--- src/rtl/piso_shift_register.sv ---
// Parallel-in serial-out shift register with zero fill behind the outgoing word.
// Define PISO_STATUS_EN to add the busy output and its bit counter.
module piso_shift_register #(
  parameter int unsigned WIDTH     = 4,
  parameter bit          MSB_FIRST = 1'b1
) (
  input  logic             clk,
  input  logic             reset,
  input  logic             load,
  input  logic [WIDTH-1:0] parallel_in,
`ifdef PISO_STATUS_EN
  output logic             busy,
`endif
  output logic             serial_out
);

  logic [WIDTH-1:0] sreg_q;
  logic [WIDTH-1:0] sreg_d;

  always_comb begin
    sreg_d = sreg_q;
    if (load) begin
      sreg_d = parallel_in;
    end else if (MSB_FIRST) begin
      sreg_d = {sreg_q[WIDTH-2:0], 1'b0};
    end else begin
      sreg_d = {1'b0, sreg_q[WIDTH-1:1]};
    end
  end

  always_ff @(posedge clk or posedge reset) begin
    if (reset) begin
      sreg_q <= '0;
    end else begin
      sreg_q <= sreg_d;
    end
  end

  // Taken straight from the register so the first bit appears on the load edge.
  assign serial_out = MSB_FIRST ? sreg_q[WIDTH-1] : sreg_q[0];

`ifdef PISO_STATUS_EN
  localparam int unsigned CntW = $clog2(WIDTH + 1);
  localparam logic [CntW-1:0] CntFull = CntW'(WIDTH);

  logic [CntW-1:0] cnt_q;
  logic [CntW-1:0] cnt_d;

  always_comb begin
    cnt_d = cnt_q;
    if (load) begin
      cnt_d = CntFull;
    end else if (cnt_q != '0) begin
      cnt_d = cnt_q - 1'b1;
    end
  end

  always_ff @(posedge clk or posedge reset) begin
    if (reset) begin
      cnt_q <= '0;
    end else begin
      cnt_q <= cnt_d;
    end
  end

  assign busy = (cnt_q != '0);
`endif

endmodule

--- config.mk ---
export PLATFORM = sky130hd
export DESIGN_NAME = piso_shift_register
export DESIGN_NICKNAME = d
export VERILOG_FILES = /design/src/rtl/piso_shift_register.sv
export SDC_FILE = /design/constraint.sdc
export NUM_CORES = 1
export LEC_CHECK = 0
export BUFFER_PORTS_ARGS = -buffer_cell sky130_fd_sc_hd__buf_2
export CAP_MARGIN = 25
export CORE_AREA = 2 2 39 41
export DETAILED_ROUTE_END_ITERATION = 8
export DIE_AREA = 0 0 41 43
export REMOVE_ABC_BUFFERS = 1
export SYNTH_ARGS = -nofsm -noshare
export SYNTH_HDL_FRONTEND = slang
export SYNTH_SLANG_ARGS = --single-unit
--- constraint.sdc ---
create_clock -name clk -period 0.8 [get_ports clk]
set_input_delay 0.12 -clock clk [delete_from_list [all_inputs] [get_ports clk]]
set_output_delay 0.12 -clock clk [all_outputs]
set_load 0.02 [all_outputs]
# --- Word-level counts from Yosys, hierarchy flattened ---
# Cells that the tools add are included.
classes:
  n_addsub: 0
  mul: 0
  n_div: 0
  order_cmp: 0
  eq_ne: 0
  shift: 0
  n_mux: 1
  bitwise_logic: 0
  reduce_logical: 0
ops:
  columns: ["op", "count"]
  rows:
  - ["4-bit two-way mux", 1]
totals:
  ff_bits: 4
  latchBits: 0
  ram_bits: 0
  rom_bits: 0
  in_bits: 7
  output_inout_bits: 1
  word_cells: 2
  mem_count: 0

# --- Depth between registers and ports, before layout ---
depth:
  depth_word: 1
  ltp_mapped: 1
  ltp_nobuf: 1

# --- Worst setup path after synthesis ---
# Ideal clock, no wire load.
synth_timing:
  path_kind: "reg2reg"
  startpoint: "register sreg_q[0]"
  endpoint: "register sreg_q[1]"
  setup_ns: 0.125
  t_arrival_ns: 0.574
  required_time_ns: 0.675
  slack_ns: 0.102
  path_stages_with_launch: 2
  path_buffers: 0
  synth_period_minus_slack_ns: 0.698
  cell_sequence: "dfrtp_1 > mux2_2"
synth_between:
  elab_chain_len: 1
synth_rtl:
  columns: ["item", "line_no", "text"]
  rows:
  - ["start, declared", "17", "logic [WIDTH-1:0] sreg_q;"]
  - ["start signal, assigned", "35", "sreg_q <= sreg_d;"]
  - ["4-bit two-way mux", "22", "if (load) begin"]
  - ["net sreg_d[1]", "18", "logic [WIDTH-1:0] sreg_d;"]
# The timed path passes the listed nets, and every way through them passes these cells.

# --- Final worst setup path ---
layout_timing:
  startpoint: "register sreg_q[3]"
  endpoint: "output port serial_out"
layout_lines:
  columns: ["item", "line_no", "text"]
  rows:
  - ["end, declared", "14", "output logic serial_out"]
# No word-level cell between the ends.

==> results.rst <==
.. list-table::
   :header-rows: 1

   * - Metric
     - Value
   * - Status
     - complete, but fails checks
   * - Failing checks
     - negative setup slack
   * - Area of the core
     - 1384 um^2
   * - Worst max-slew margin expressed relative to the limit
     - 89.76%
   * - Count of pins on the block boundary
     - 8
   * - GR Util All Layers
     - 5.152%
   * - Largest incremental delay on the critical path
     - 0.36 ns
   * - Buffer type at the clock tree root
     - sky130_fd_sc_hd__clkbuf_4
   * - Kind of cell adding the most delay to the critical path
     - flip-flops
   * - Latest clock arrival within the worst-skew pair
     - 0.23 ns
   * - Finish-stage setup viols
     - 1
   * - Width of the die
     - 41 um
   * - Worst-margin pin slew
     - 0.1535 ns
   * - Synth Area in Compound Gates
     - 0%
   * - Number of antenna violations at the first check in global routing
     - 0
   * - Final-stage net count
     - 29
   * - Vias in the first global route
     - 123
   * - Area growth from synthesis to layout
     - 64.66%
   * - Worst setup path category
     - flip-flop to output pin
   * - Design Area, Final
     - 239.0 um^2
   * - Global-route wire length before repair
     - 476 um
   * - Period utilisation layout
     - 105.1%
   * - Arrival time worst endpoint
     - 0.72 ns
   * - Required time of the worst setup path
     - 0.68 ns
   * - Count of non-filler cells in the finished layout
     - 36
   * - DP Cell Count
     - 32
   * - Initial Utilization
     - 10.49%
   * - Count of buffering cells on the critical path with inverters included
     - 1
   * - Unique masters post-synth
     - 4
   * - Total power draw
     - 0.5304 mW
   * - Worst min-delay path category
     - input port to flip-flop
   * - Post-synthesis share of cell area spent on xor and xnor gates
     - 0%
   * - Maximum clock skew at final layout
     - 0.0008624 ns
   * - Count of vias placed by the detailed router
     - 111
   * - Top register by number of flip-flops
     - sreg_q
   * - Post-Synth Simple-Gate Area
     - 5.172%
   * - Max Cap Viol
     - 0
   * - Post-synthesis sequential area ratio
     - 68.97%
   * - Combinational family with the most area after synthesis
     - multiplexers
   * - Post-Syn Instances
     - 9
   * - Fmax achieved
     - 1.189 GHz
   * - Total iterations of the first detailed-routing run
     - 1
   * - Biggest regs
     - sreg_q: 4 flops
   * - Mux cell area share after synthesis
     - 23.28%
   * - Leakage
     - 0.1179 nW
   * - Avg Inst Size Synth
     - 16.13 um^2
   * - Netlist Area Pre-Place
     - 145.1 um^2
   * - Total cell area at the placement stage
     - 200.2 um^2
   * - Minimum setup slack after placement
     - 0.07991 ns
   * - Total clock sinks
     - 4
   * - Sort of element at the start of the critical path
     - flip-flop
   * - Pin count of the biggest net entering global routing
     - 5
   * - Number of pins with negative max-slew slack in the final report
     - 0
   * - Largest driver fanout on the critical path
     - 1
   * - TritonCTS Buffers
     - 3
   * - Total of buffers placed on input and output ports
     - 7
   * - Minimum clock period after layout
     - 0.8408 ns
   * - Placer's final routability congestion estimate
     - 0.4987
   * - Clock input transition at the sequential cells of the worst setup and hold paths
     - 0.04 ns
   * - TritonCTS clock tree
     - yes
   * - Worst-case setup margin in the final layout
     - -0.04078 ns
   * - Endpoints failing hold
     - 0
   * - DRC violation total after the first TritonRoute iteration
     - 0
   * - Die outline area
     - 1763 um^2
   * - Number of buffers on the longest clock path
     - 2
   * - Grt ovf
     - 0
   * - Final Hold Slack
     - 0.1119 ns
   * - Cells along the critical path
     - buf_6
   * - Flip-flop count of the largest register, all copies and words added
     - 4
   * - Power Density
     - 2219 nW/um^2
   * - Final routed wire length divided by cell count
     - 7.806 um
   * - Total Negative Setup Slacks
     - -0.04078 ns
   * - Number of register bits inferred by synthesis
     - 4
   * - Unrepaired setup endpoints after global routing
     - yes
   * - Layout cell share with drive strength beyond 1
     - 70.00%
   * - ANT nets after route
     - 0
   * - Number of warnings reported in the yosys synthesis log
     - 0
   * - Die Y-Extent
     - 43 um
   * - Average via count per standard cell
     - 3.083
   * - Max rail drop VDD
     - 0.8758 mV
   * - Fraction of the mapped netlist area in adder cells
     - 0%
   * - CP max-delay cell
     - sky130_fd_sc_hd__dfrtp_1
   * - Maximum level of the CTS H-tree
     - 1
   * - Final core utilization
     - 17.27%
   * - Placement Rows
     - 14
   * - Setup crit end kind
     - output pin
   * - Antenna fix cells
     - 0
   * - Total routed wirelength
     - 281 um
   * - DRC violations left
     - 0
==> cell usage in the layout, fill, tap and decap left out, drive strengths merged <==
cell	synthesis	layout
buf	0	7
mux2	3	3
inv	1	1
dlygate4sd3	0	1
dfrtp	4	4
and2	1	1
clkbuf	0	3
==> area by class of cell <==
| type | instances | area, um^2 |
|---|---|---|
| fillers | 158 | 1145 |
| flip-flops and latches | 4 | 100.1 |
| repair buffers | 8 | 51.30 |
| multi-input cells | 4 | 41.29 |
| clock buffers | 3 | 22.52 |
| well taps | 16 | 20.02 |
| inverters | 1 | 3.754 |
==> cells in the mapped netlist (all sizes together) <==
cell,number,share of area [%]
and2,1,5.2
dfrtp,4,69
inv,1,2.6
mux2,3,23
==> power by group <==
| part | leakage, nW | switching [mW] | internal [mW] |
|---|---|---|---|
| Combinational | 0.0551 | 0.0221 | 0.0362 |
| Sequential | 0.0490 | 0.00429 | 0.219 |
| Clock | 0.0138 | 0.0811 | 0.168 |
| Total | 0.118 | 0.107 | 0.423 |
==> repair_timing <==
action	CTS	global route
resized for setup	2	0
endpoints found under the hold margin	4	0
setup endpoints to repair	1	1
hold buffers	1	0
buffers inserted	0	0
pin swaps	0	0
==> worst paths after layout <==
path | startpoint | end | slack [ns] | depth (start not counted)
min | parallel_in[0] | sreg_q[0] | 0.11 | 2
max in group asynchronous | reset | sreg_q[0] | 0.34 | 3
max reg2reg | sreg_q[0] | sreg_q[1] | 0.07 | 1
min reg2reg | sreg_q[1] | sreg_q[2] | 0.47 | 1
min in group asynchronous | reset | sreg_q[3] | 0.31 | 3
max | sreg_q[3] | serial_out | -0.04 | 1
==> logic make-up after synthesis <==
kind of cell,after synthesis
and+or+nand+nor,1
buffers and inverters,1
muxes,3
DFF,4
==> layer usage <==
metal  up-vias  GRT usage [%]  share of wire (%)
li1         52              -                  -
met1        47          5.574                 47
met2        12          4.063                 28
met3         0          9.424                 25
met4         0          2.000                  0
met5         -              0                  0
No activity file was read; power rests on OpenSTA's default activity.
